### src/rtl/present_key_stream_pkg.sv
// rtl/present_key_stream_pkg.sv - shared PRESENT key-schedule definitions
// Contents:
//   state_t           FSM encoding used by present_key_stream
//   PRESENT_RK_W      round-key width (64)
//   KEY_W_80/128      the two legal master-key widths
//   present_sbox      4-bit PRESENT S-box
//   present_sbox_inv  4-bit inverse PRESENT S-box
package present_key_stream_pkg;

  localparam int PRESENT_RK_W = 64;
  localparam int KEY_W_80     = 80;
  localparam int KEY_W_128    = 128;

  typedef enum logic [1:0] {
    ST_IDLE    = 2'd0,
    ST_PREROLL = 2'd1,
    ST_EMIT    = 2'd2
  } state_t;

  function automatic logic [3:0] present_sbox(input logic [3:0] x);
    logic [3:0] y;
    case (x)
      4'h0: y = 4'hC;  4'h1: y = 4'h5;  4'h2: y = 4'h6;  4'h3: y = 4'hB;
      4'h4: y = 4'h9;  4'h5: y = 4'h0;  4'h6: y = 4'hA;  4'h7: y = 4'hD;
      4'h8: y = 4'h3;  4'h9: y = 4'hE;  4'hA: y = 4'hF;  4'hB: y = 4'h8;
      4'hC: y = 4'h4;  4'hD: y = 4'h7;  4'hE: y = 4'h1;  default: y = 4'h2;
    endcase
    return y;
  endfunction

  function automatic logic [3:0] present_sbox_inv(input logic [3:0] x);
    logic [3:0] y;
    case (x)
      4'h0: y = 4'h5;  4'h1: y = 4'hE;  4'h2: y = 4'hF;  4'h3: y = 4'h8;
      4'h4: y = 4'hC;  4'h5: y = 4'h1;  4'h6: y = 4'h2;  4'h7: y = 4'hD;
      4'h8: y = 4'hB;  4'h9: y = 4'h4;  4'hA: y = 4'h6;  4'hB: y = 4'h3;
      4'hC: y = 4'h0;  4'hD: y = 4'h7;  4'hE: y = 4'h9;  default: y = 4'hA;
    endcase
    return y;
  endfunction

endpackage

### src/rtl/present_key_stream_step.sv
// rtl/present_key_stream_step.sv - one combinational PRESENT key-schedule step
// Ports:
//   key       in   KEY_W  current key register
//   c         in   5      round counter mixed into the key
//   dir       in   1      0 = forward step (i -> i+1), 1 = inverse step (i+1 -> i)
//   key_next  out  KEY_W  key after the step
module present_key_stream_step
  import present_key_stream_pkg::*;
#(
  parameter int KEY_W = 80
) (
  input  logic [KEY_W-1:0] key,
  input  logic [4:0]       c,
  input  logic             dir,
  output logic [KEY_W-1:0] key_next
);

  logic [KEY_W-1:0] fwd;
  logic [KEY_W-1:0] inv;

  generate
    if (KEY_W == KEY_W_128) begin : g_128
      logic [KEY_W-1:0] rot;
      logic [KEY_W-1:0] unx;
      always_comb begin
        // forward: rotl 61, two S-boxes on the top byte, counter into [66:62]
        rot            = {key[66:0], key[127:67]};
        fwd            = rot;
        fwd[127:124]   = present_sbox(rot[127:124]);
        fwd[123:120]   = present_sbox(rot[123:120]);
        fwd[66:62]     = rot[66:62] ^ c;
        // inverse: undo the operations in reverse order, then rotr 61
        unx            = key;
        unx[66:62]     = key[66:62] ^ c;
        unx[127:124]   = present_sbox_inv(key[127:124]);
        unx[123:120]   = present_sbox_inv(key[123:120]);
        inv            = {unx[60:0], unx[127:61]};
      end
    end else begin : g_80
      logic [KEY_W-1:0] rot;
      logic [KEY_W-1:0] unx;
      always_comb begin
        rot          = {key[18:0], key[KEY_W_80-1:19]};
        fwd          = rot;
        fwd[79:76]   = present_sbox(rot[79:76]);
        fwd[19:15]   = rot[19:15] ^ c;
        unx          = key;
        unx[19:15]   = key[19:15] ^ c;
        unx[79:76]   = present_sbox_inv(key[79:76]);
        inv          = {unx[60:0], unx[KEY_W_80-1:61]};
      end
    end
  endgenerate

  assign key_next = dir ? inv : fwd;

endmodule

### src/rtl/present_key_stream.sv
// rtl/present_key_stream.sv - sequential PRESENT round-key stream generator
// Ports:
//   clk         in   1      clock
//   rst         in   1      asynchronous reset, active-high
//   key_in      in   KEY_W  master key, sampled on load handshake
//   dec         in   1      0 = K1..K(ROUNDS+1), 1 = K(ROUNDS+1)..K1
//   load_valid  in   1      key_in/dec valid
//   load_ready  out  1      accepting a load (IDLE only)
//   rk          out  64     current round key (top 64 bits of key_reg)
//   rk_idx      out  5      1-based index of rk (K32 reports 0)
//   rk_last     out  1      rk is the final key of the stream
//   rk_valid    out  1      rk/rk_idx/rk_last valid
//   rk_ready    in   1      consumer accepts rk
//   busy        out  1      not IDLE
module present_key_stream
  import present_key_stream_pkg::*;
#(
  parameter int KEY_W  = 80,
  parameter int ROUNDS = 31
) (
  input  logic             clk,
  input  logic             rst,
  input  logic [KEY_W-1:0] key_in,
  input  logic             dec,
  input  logic             load_valid,
  output logic             load_ready,
  output logic [63:0]      rk,
  output logic [4:0]       rk_idx,
  output logic             rk_last,
  output logic             rk_valid,
  input  logic             rk_ready,
  output logic             busy
);

  localparam logic [5:0] LAST_IDX   = 6'(ROUNDS + 1);
  localparam logic [5:0] ROUNDS_IDX = 6'(ROUNDS);

  state_t           state;
  logic [KEY_W-1:0] key_reg;
  logic [KEY_W-1:0] key_nxt;
  // 6 bits so that K32 does not wrap idx back to zero internally
  logic [5:0]       idx;
  logic [5:0]       idx_m1;
  logic             dec_reg;
  logic             step_dir;
  logic [4:0]       step_c;

  // PREROLL always steps forward; EMIT follows the stream direction.
  // The inverse step from state i+1 uses counter i, hence idx-1.
  assign idx_m1   = idx - 6'd1;
  assign step_dir = (state == ST_EMIT) && dec_reg;
  assign step_c   = step_dir ? idx_m1[4:0] : idx[4:0];

  present_key_stream_step #(.KEY_W(KEY_W)) u_step (
    .key      (key_reg),
    .c        (step_c),
    .dir      (step_dir),
    .key_next (key_nxt)
  );

  always_ff @(posedge clk or posedge rst) begin
    if (rst) begin
      state   <= ST_IDLE;
      key_reg <= '0;
      idx     <= '0;
      dec_reg <= 1'b0;
    end else begin
      case (state)
        ST_IDLE: begin
          if (load_valid) begin
            key_reg <= key_in;
            idx     <= 6'd1;
            dec_reg <= dec;
            state   <= dec ? ST_PREROLL : ST_EMIT;
          end
        end
        ST_PREROLL: begin
          key_reg <= key_nxt;
          idx     <= idx + 6'd1;
          if (idx == ROUNDS_IDX) state <= ST_EMIT;
        end
        ST_EMIT: begin
          if (rk_ready) begin
            if (rk_last) begin
              state <= ST_IDLE;
            end else begin
              key_reg <= key_nxt;
              idx     <= dec_reg ? idx_m1 : idx + 6'd1;
            end
          end
        end
        default: state <= ST_IDLE;
      endcase
    end
  end

  assign load_ready = (state == ST_IDLE);
  assign busy       = (state != ST_IDLE);
  assign rk_valid   = (state == ST_EMIT);
  assign rk         = key_reg[KEY_W-1 -: PRESENT_RK_W];
  assign rk_idx     = idx[4:0];
  assign rk_last    = (state == ST_EMIT) && (dec_reg ? (idx == 6'd1) : (idx == LAST_IDX));

endmodule

### config.mk
export PLATFORM = sky130hd
export DESIGN_NAME = present_key_stream
export DESIGN_NICKNAME = d
export VERILOG_FILES = /design/src/rtl/present_key_stream_pkg.sv /design/src/rtl/present_key_stream_step.sv /design/src/rtl/present_key_stream.sv
export SDC_FILE = /design/constraint.sdc
export NUM_CORES = 1
export LEC_CHECK = 0
export ABC_AREA = 1
export BUFFER_PORTS_ARGS = -buffer_cell sky130_fd_sc_hd__buf_4
export CAP_MARGIN = 10
export CORE_ASPECT_RATIO = 2
export CORE_MARGIN = 3
export CORE_UTILIZATION = 55
export CTS_BUF_LIST = sky130_fd_sc_hd__clkbuf_4 sky130_fd_sc_hd__clkbuf_8
export DETAILED_ROUTE_END_ITERATION = 8
export GPL_TIMING_DRIVEN = 0
export PLACE_DENSITY = 0.79
export REMOVE_ABC_BUFFERS = 1
export SYNTH_ARGS = -nofsm -noshare
export SYNTH_HDL_FRONTEND = slang
export SYNTH_SLANG_ARGS = --single-unit
export TNS_END_PERCENT = 50
### constraint.sdc
create_clock -name clk -period 6.35 [get_ports clk]
set_input_delay 0.635 -clock clk [delete_from_list [all_inputs] [get_ports clk]]
set_output_delay 0.635 -clock clk [all_outputs]
set_load 0.01 [all_outputs]
==> results of run 1 <==
## cell type report
cell class	instances	area share
sequential	89	0.308
timing repair buffer	162	0.178
tap	142	0.0246
clock buffer	11	0.0201
clock inverter	5	0.0121
inverter	48	0.0256
multi-input combinational	675	0.431
## final timing paths
| path | from | to | slack [ns] |
|---|---|---|---|
| max in group asynchronous | rst | key_reg[79] | 5.44 |
| min in group clk | key_reg[13] | key_reg[13] | 0.52 |
| setup reg to reg | idx[0] | key_reg[36] | 3.14 |
| hold / removal | rst | key_reg[32] | 0.25 |
| setup / recovery | idx[0] | key_reg[36] | 3.14 |
| hold reg to reg | key_reg[13] | key_reg[13] | 0.52 |
## kinds of logic (layout without fill, tap and decap cells)
kind of cell,count (synthesis),after routing,synth area share
compound gates,229,229,0.185
xor+xnor,5,5,0.00685
fa+ha+maj,19,19,0.0372
buf+inv,173,226,0.166
flops,89,89,0.348
simple gates,422,422,0.257
## synth_stat cells
master,instances,share of area
dfrtp_1,89,0.35
xor2_1,3,0.0041
inv_4,1,0.00098
nor2_2,2,0.0020
nand4_1,2,0.0020
clkinv_1,1,0.00059
a21oi_1,24,0.019
nand2_4,1,0.0018
inv_2,4,0.0023
o21ai_1,26,0.020
nor3_1,1,0.00078
buf_2,13,0.010
ha_1,19,0.037
nand3_1,18,0.014
inv_1,42,0.025
a22oi_1,3,0.0035
clkbuf_1,24,0.014
nor2_1,91,0.053
buf_4,71,0.083
nand4_2,1,0.0020
xnor2_1,2,0.0027
o22ai_1,3,0.0029
a31oi_1,1,0.00098
o21ai_0,163,0.13
or2_2,3,0.0029
nand2_2,1,0.00098
nand2_1,302,0.18
o211ai_1,8,0.0094
buf_6,17,0.030
a32oi_1,1,0.0014
## layer usage
| layer | part of all wire | track usage |
|---|---|---|
| met5 | 0 | 0 |
| met3 | 0.045 | 0.0345 |
| met4 | 0.046 | 0.142 |
| met1 | 0.39 | 0.333 |
| met2 | 0.52 | 0.467 |
## where the power goes
part / internal, mW / total [mW] / switching, mW
combinational: 0.999 / 2.62 / 1.62
clock: 0.241 / 0.458 / 0.217
sequential: 0.853 / 1.19 / 0.339
total: 2.09 / 4.27 / 2.17
## through the flow
step                 util  hold slack (ns)
global placement    0.605            0.480
global route        0.636            0.251
floorplan               -            0.466
detailed placement  0.615            0.490
finish              0.636            0.248
CTS                 0.636            0.238
## placed cells by master, fill, tap and decap left out, types with 2 or more instances in the layout
cell type and n:
a21oi_1 24, a22oi_1 3, buf_12 4, buf_4 157
bufinv_16 2, clkbuf_8 10, dfrtp_1 89, ha_1 18
inv_1 41, inv_2 4, inv_4 2, nand2_1 302
nand3_1 18, nand4_1 2, nor2_1 91, nor2_2 2
o211ai_1 8, o21ai_0 163, o21ai_1 26, o22ai_1 3
or2_2 3, xnor2_1 2, xor2_1 3
==> impl_metrics.csv, run 1 <==
group,metric,value,unit
place,placedCellCount,1116,
yosys,ys_types,30,
yosys,syn_area,6400,um^2
floorplan,coreArea,11400,um^2
cells_and_area,regArea,2230,um^2
worst_setup_path,startpoint_type,"flip-flop",
worst_setup_path,cp-end-kind,"flip-flop",
place,io_buffers,157,
sta,hold_viol,0,
clock_tree,ctsHoldBuffers,0,
clock_tree,path_clk_slew,0.09,ns
pwr,vdd_ir_drop_max,0.500,mV
worst_setup_path,crit_path_max_incr_delay,0.94,ns
worst_setup_path,r2r_cells,9,
run_status,status,"completed",
cells_and_area,areaGrowthSynthToFinish,12.8,%
place,hpwl,12000,um
pwr,finalPower,4.27,mW
global_routing,grt.overflow.total,0,
worst_setup_path,critPathArrivalTime,3.50,ns
drt,drc,0,
cells_and_area,multi_input_area,3110,um^2
worst_setup_path,slowest_stage,"inv_4",
sta,slew_viol_final,0,
clock_tree,clk_path_buf_depth,2,
min_path,min_path_type,"primary input to async pin",
sta,min_period_over_period,0.505,
clock_tree,cts_buffers,9,
worst_setup_path,path_delay_family,"buffers and inverters",
sta,period_needed,3.21,ns
pwr,power.leakage,3.70,nW
floorplan,die_h,159,um
floorplan,die-area,13000,um^2
sta,clock_skew,0.00869,ns
clock_tree,clk_latency,0.37,ns
floorplan,io_pins,158,
place,gp_congestion,0.956,
worst_setup_path,critPathMaxFanout,100,
clock_tree,post_cts_buffers,0,
cells_and_area,nFillCells,1084,
clock_tree,htreeDepth,3,
floorplan,row_count,55,
worst_setup_path,path_cells,"inv_1, ha_1, nand2_1, nand2_1, nand4_2, nand2_4, inv_4, o21ai_1, o21ai_1",
floorplan,start_util,0.563,
global_routing,grt_first_pass_wirelength,27800,um
pwr,p_per_area,591,nW/um^2
clock_tree,cts_tree,"done",
yosys,netlist_instances,937,
sta,fin_tns_setup,0,ns
sta,max_freq,312,MHz
yosys,syn_avg_cell_area,6.83,um^2
drt,routedWlPerCell,15.8,um
sta,setup_violations,0,
sta,worst_slew_pin_slew,1.01,ns
yosys,ys_ff_latch,89,
cells_and_area,final_nets,1089,
yosys,synth_seq_area_share,0.348,
place,pre_cts_ws,3.21,ns
global_routing,grt_max_degree,101,
drt,vias,6254,
clock_tree,cts_resized,0,
cells_and_area,diodes,0,
drt,routed_wl,17800,um
global_routing,grt_pass1_vias,5644,
sta,slew_headroom,0.324,
global_routing,antenna_found_initial,0,
worst_setup_path,path_buf_inv,2,
drt,antenna_left,0,
flow_run,maxCapViolCount,0,
clock_tree,clock-sinks,89,
sta,rsz0062_at_grt,"false",
drt,drt-vias-per-instance,5.52,
clock_tree,root_buffer,"clkbuf_8",
cells_and_area,fin_area,7220,um^2
drt,first_pass_iters,5,
place,dpl_cell_area,6990,um^2
cells_and_area,largest_reg_flops,80,
floorplan,die_width,82.3,um
drt,first_iter_violations,435,
global_routing,grt_usage,0.275,
worst_setup_path,cp_num_cells,9,
yosys,ys_warn_count,0,
sta,final.setup.worst_slack,3.14,ns
cells_and_area,drive_gt1_frac,0.195,
worst_setup_path,crit_type,"flip-flop to flip-flop",
cells_and_area,stdcell_count,1132,
worst_setup_path,required,6.65,ns
No activity file was read; power rests on OpenSTA's default activity.
==> inputs of run 2 (changes only) <==
Settings changed: ABC_AREA 1 to 0, CORE_UTILIZATION 55 to 50, PLACE_DENSITY 0.79 to 0.76.
Clock period 6.35 ns to 2.7 ns, I/O delays scaled along.
==> run 2 against run 1 <==
Synthesized cell count fell by 12%. Clock power increased by 130%. Critical path type unchanged. Synthesized area is 4.5% lower. Register-to-register slack worse by 3.0 ns. Worst setup slack lost 3.0 ns.
==> impl_metrics.csv, run 2 <==
group,metric,value,unit
cells_and_area,drive_gt1_frac,0.225,
floorplan,die_width,84.2,um
worst_setup_path,critPathMaxFanout,13,
clock_tree,clk_path_buf_depth,2,
floorplan,start_util,0.516,
sta,setup_violations,0,
yosys,ys_warn_count,0,
global_routing,grt_first_pass_wirelength,26200,um
floorplan,die-area,13700,um^2
drt,first_pass_iters,5,
yosys,synth_area_leaders,"dfrtp_1, nand2_1, o21ai_0, buf_4, nand3_1",
sta,slew_headroom,0.377,
sta,hold_viol,0,
place,gp_congestion,0.751,
global_routing,grt_usage,0.234,
worst_setup_path,r2r_cells,8,
cells_and_area,layout_common_cells,"nand2_1, buf_4, o21ai_0",
yosys,syn_area,6110,um^2
pwr,switchingPower,4.99,mW
yosys,yosysMostFrequentCell,"nand2_1",
drt,drc,0,
drt,m1WireLength,6580,um
pwr,pwr-share-comb,0.611,
global_routing,grt_pass1_vias,5325,
cells_and_area,largest_reg_flops,80,
yosys,ys_ff_latch,89,
drt,routed_wl,16900,um
pwr,finalPower,10.3,mW
worst_setup_path,critPathArrivalTime,2.82,ns
yosys,ys_async_sr_fraction,1.00,
pwr,power.leakage,3.25,nW
clock_tree,htreeDepth,3,
sta,clock_skew,0.0106,ns
drt,antenna_left,0,
worst_setup_path,slowest_stage,"a311oi_4",
worst_setup_path,rrSetupSlack,0.14,ns
global_routing,antenna_found_initial,0,
min_path,worstHoldPathCells,3,
pwr,vdd_ir_drop_max,1.24,mV
yosys,synth_edf_count,0,
global_routing,grt.overflow.total,0,
sta,final.setup.worst_slack,0.142,ns
yosys,syn_avg_cell_area,7.43,um^2
cells_and_area,diodes,0,
sta,period_needed,2.56,ns
clock_tree,clk_latency,0.37,ns
place,placedCellCount,998,
worst_setup_path,cp-end-kind,"flip-flop",
yosys,ys_types,47,
drt,drt-vias-per-instance,5.57,
cells_and_area,fin_area,7140,um^2
drt,vias,5679,
clock_tree,root_buffer,"clkbuf_8",
drt,top_layer,"met4",
sta,slew_viol_final,0,
sta,rsz0062_at_grt,"false",
global_routing,grt_max_degree,89,
cells_and_area,areaGrowthSynthToFinish,16.8,%
cells_and_area,nFillCells,1085,
floorplan,row_count,56,
worst_setup_path,required,2.96,ns
drt,first_iter_violations,409,
pwr,p_clk_frac,0.102,
sta,min_period_over_period,0.948,
worst_setup_path,r2r_start,"idx[0]",
worst_setup_path,startpoint_type,"flip-flop",
place,io_buffers,157,
run_status,status,"completed",
pwr,p_per_area,1440,nW/um^2
drt,met2WireLength,8890,um
min_path,min_path_type,"primary input to flip-flop",
clock_tree,cts_buffers,9,
yosys,netlist_instances,823,
floorplan,die_h,162,um
place,pre_cts_ws,-0.105,ns
place,dpl_cell_area,6840,um^2
pwr,seq_power_share,0.287,
cells_and_area,final_nets,973,
min_path,hp-start,"key_in[34]",
worst_setup_path,path_cells,"inv_1, ha_1, nand2_1, o21ai_1, a311oi_4, buf_4, o211ai_1, o21a_1",
min_path,min_to,"key_reg[34]",
pwr,p_int,5.30,mW
yosys,synth_top_cell_by_area,"dfrtp_1",
sta,max_freq,391,MHz
cells_and_area,stdcell_count,1019,
yosys,synth_seq_area_share,0.364,
floorplan,coreArea,11800,um^2
yosys,ys.flop_type,"dfrtp_1",
sta,worst_slew_pin_slew,0.934,ns
flow_run,maxCapViolCount,0,
clock_tree,cts_tree,"done",
floorplan,io_pins,158,
yosys,synth_common_cells,"nand2_1, o21ai_0, dfrtp_1",
yosys,synth.top_cell.area_share,0.364,
pwr,switching_share,0.485,
worst_setup_path,crit_type,"flip-flop to flip-flop",
drt,routedWlPerCell,16.6,um
clock_tree,clock-sinks,89,
cells_and_area,final_common_cell,"nand2_1",
clock_tree,path_clk_slew,0.09,ns
worst_setup_path,r2r_end,"key_reg[78]",
place,hpwl,10900,um
drt,dr_wl_met3,872,um
worst_setup_path,crit_path_max_incr_delay,0.69,ns
run 2: cell type report:
| cell class | instances | area [um^2] | share of cell area |
|---|---|---|---|
| multi-input combinational | 588 | 3090 | 0.432 |
| timing repair buffer | 167 | 1370 | 0.191 |
| tap | 145 | 181 | 0.0254 |
| clock buffer | 10 | 131 | 0.0184 |
| sequential | 89 | 2230 | 0.312 |
| clock inverter | 6 | 91.3 | 0.0128 |
| inverter | 14 | 55.1 | 0.00771 |
run 2: cells by family after synthesis:
| logic type | after synthesis | synth area share |
|---|---|---|
| and+or+nand+nor | 324 | 0.219 |
| AOI/OAI and AO/OA | 220 | 0.197 |
| buffers and inverters | 148 | 0.142 |
| DFF | 89 | 0.364 |
| adders and majority gates | 19 | 0.0389 |
| xor gates and xnor gates | 15 | 0.0215 |
| muxes | 8 | 0.0176 |
run 2: worst max-delay path by stage:
stage	from	endpoint	slack, ns
floorplan	state[0]	key_reg[0]	-1.48
CTS	state[0]	key_reg[76]	0.03
detailed placement	state[0]	key_reg[76]	-0.10
global placement	state[0]	key_reg[76]	-3.34
finish	idx[0]	key_reg[78]	0.14
global route	idx[0]	key_reg[78]	0.02
run 2: what timing repair did:
item,4_1_cts,5_1_grt
pin swaps,1,2
cloned,0,2
buffers inserted,0,2
endpoints found under the hold margin,22,0
gates resized for setup,1,2
endpoints found under the setup margin,2,31
hold buffers,1,0
run 2: per-layer routing:
layer	GRT usage	vias to the layer above
li1	-	2794
met1	0.281	2636
met2	0.410	208
met3	0.0375	41
met4	0.0988	0
met5	0	-
run 2: power by group through the flow:
stage / sequential [mW] / clock, mW / combinational [mW]
after global placement: 2.90 / 0 / 4.80
final: 2.95 / 1.05 / 6.29
after global routing: 3.08 / 1.13 / 7.11
after detailed placement: 2.97 / 0 / 6.10
after CTS: 2.94 / 1.08 / 6.12
after floorplan: 2.96 / 0 / 3.42
run 2: metrics by stage:
step	setup TNS (ns)	hold slack, ns	utilization
detailed placement	-0.105	0.272	0.578
finish	0	0.137	0.603
global route	0	0.137	0.603
global placement	-347.21	0.488	0.562
CTS	0	0.121	0.598
floorplan	-119.87	0.413	-
run 2: worst max-delay path, delay by kind of cell (launching register included):
| family | cells | cell delay, ns |
|---|---|---|
| buf+inv | 2 | 0.46 |
| flops | 1 | 0.64 |
| fa+ha+maj | 1 | 0.23 |
| simple gates | 1 | 0.05 |
| compound gates | 4 | 1.07 |
==> inputs of run 3 (changes only) <==
Settings changed: PLACE_DENSITY 0.76 to 0.79.
==> run 3 against run 2 <==
First-iteration DRC count grew 3.2%. Largest power group unchanged. Final cell count shrank 0.59%. Register-to-register slack lost 0.03 ns. Global-route usage shrank 0.60 points. Highest routed layer unchanged. Clock power is essentially flat. Clock skew grew 0.0020 ns. Largest cell class unchanged.
==> impl_metrics.csv, run 3 (synthesized netlist as in run 2, its figures left out) <==
group,metric,value,unit
place,dpl_cell_area,6790,um^2
drt,routedWlPerCell,16.1,um
min_path,min_path_type,"primary input to flip-flop",
pwr,vdd_ir_drop_max,1.45,mV
sta,rsz0062_at_grt,"true",
drt,routed_wl,16300,um
drt,vias,5691,
pwr,p_per_area,1430,nW/um^2
sta,setup_violations,0,
sta,slew_viol_final,0,
pwr,p_int,5.21,mW
cells_and_area,stdcell_count,1013,
pwr,pwr-share-comb,0.601,
pwr,seq_power_share,0.293,
drt,drt-vias-per-instance,5.62,
drt,drc,0,
clock_tree,clock-sinks,89,
cells_and_area,layout_common_cells,"nand2_1, buf_4, o21ai_0",
worst_setup_path,rrSetupSlack,0.11,ns
min_path,worstHoldPathCells,3,
pwr,power.leakage,3.22,nW
cells_and_area,nFillCells,1106,
floorplan,row_count,56,
place,gp_congestion,0.818,
min_path,hp-start,"key_in[34]",
worst_setup_path,startpoint_type,"flip-flop",
sta,min_period_over_period,0.960,
place,placedCellCount,996,
global_routing,grt_max_degree,105,
pwr,switching_share,0.484,
floorplan,io_pins,158,
place,pre_cts_ws,-0.0323,ns
clock_tree,path_clk_slew,0.09,ns
run_status,status,"completed",
cells_and_area,final_common_cell,"nand2_1",
place,hpwl,10600,um
sta,clock_skew,0.0126,ns
worst_setup_path,crit_type,"flip-flop to flip-flop",
cells_and_area,areaGrowthSynthToFinish,15.5,%
floorplan,coreArea,11800,um^2
cells_and_area,fin_util,0.596,
floorplan,start_util,0.516,
min_path,min_to,"key_reg[34]",
clock_tree,clk_latency,0.37,ns
drt,antenna_left,0,
clock_tree,cts_tree,"done",
global_routing,grt.overflow.total,0,
sta,period_needed,2.59,ns
clock_tree,clk_path_buf_depth,2,
clock_tree,root_buffer,"clkbuf_8",
floorplan,die-area,13700,um^2
global_routing,grt_first_pass_wirelength,25700,um
sta,worst_slew_pin_slew,0.986,ns
cells_and_area,final_nets,968,
cells_and_area,drive_gt1_frac,0.220,
pwr,finalPower,10.1,mW
drt,first_pass_iters,6,
global_routing,antenna_found_initial,0,
clock_tree,htreeDepth,3,
sta,max_freq,386,MHz
floorplan,die_width,84.2,um
cells_and_area,fin_area,7060,um^2
global_routing,grt_pass1_vias,5167,
global_routing,grt_usage,0.228,
flow_run,maxCapViolCount,0,
worst_setup_path,critPathMaxFanout,81,
clock_tree,cts_buffers,9,
worst_setup_path,r2r_cells,6,
place,io_buffers,157,
worst_setup_path,critPathArrivalTime,2.81,ns
pwr,switchingPower,4.88,mW
sta,slew_headroom,0.343,
sta,hold_viol,0,
worst_setup_path,r2r_start,"state[0]",
drt,first_iter_violations,422,
cells_and_area,largest_reg_flops,80,
pwr,p_clk_frac,0.105,
worst_setup_path,required,2.92,ns
floorplan,die_h,162,um
worst_setup_path,cp-end-kind,"flip-flop",
sta,final.setup.worst_slack,0.109,ns
cells_and_area,diodes,0,
worst_setup_path,r2r_end,"key_reg[76]",
-- run 3: worst max-delay path, stage by stage (launching register included) --
cell and delay (ns):
dfrtp_1 0.42, inv_1 0.19, ha_4 0.26, and2_4 0.78, a2111oi_0 0.17, a2111oi_0 0.48, o22ai_1 0.15
-- run 3: area by class of cell --
cell class | count | area, um^2 | share of cell area
clock buffers | 11 | 151 | 0.0215
multi-input cells | 587 | 3070 | 0.436
repair buffers | 163 | 1290 | 0.183
flip-flops and latches | 89 | 2230 | 0.316
clock inverters | 4 | 76.3 | 0.0108
inverters | 14 | 55.1 | 0.00780
well taps | 145 | 181 | 0.0257
-- run 3: through the flow --
stage	hold WS (ns)	TNS [ns]
after global placement	0.486	-333.59
after CTS	0.126	0
after global routing	0.140	-0.0960
after detailed placement	0.379	-0.0620
after floorplan	0.413	-119.87
final	0.147	0
-- run 3: how the worst max path moves through the flow --
| stage | startpoint | cells after the start | endpoint | slack, ns |
|---|---|---|---|---|
| 2_1_floorplan | state[0] | 6 | key_reg[0] | -1.48 |
| 3_3_place_gp | state[0] | 6 | key_reg[36] | -3.16 |
| 3_5_place_dp | state[0] | 8 | key_reg[16] | -0.03 |
| 4_1_cts | state[0] | 8 | key_reg[16] | 0.06 |
| 5_1_grt | idx[0] | 8 | key_reg[78] | -0.04 |
| 6_report | state[0] | 6 | key_reg[76] | 0.11 |
-- run 3: layer usage --
| layer | wire length [um] | vias to the layer above | track usage |
|---|---|---|---|
| li1 | - | 2774 | - |
| met1 | 6550 | 2702 | 0.292 |
| met5 | 0 | - | 0 |
| met2 | 8430 | 179 | 0.388 |
| met4 | 568 | 0 | 0.0908 |
| met3 | 733 | 36 | 0.0278 |
-- run 3: power by group through the flow --
stage / Sequential [mW] / Clock (mW) / Combinational, mW
after floorplan: 2.96 / 0 / 3.42
after global placement: 2.90 / 0 / 4.78
after detailed placement: 2.98 / 0 / 5.99
after CTS: 2.95 / 1.09 / 6.02
after global routing: 3.09 / 1.13 / 6.81
final: 2.96 / 1.06 / 6.06
-- run 3: repair_timing --
action                     in CTS  in global routing
pin swaps                       0                  1
resized for setup               1                  2
setup endpoints to repair      13                 59
setup buffers                   0                  0
hold buffers                    1                  0
hold endpoints to repair       40                  0
cloned                          0                  1
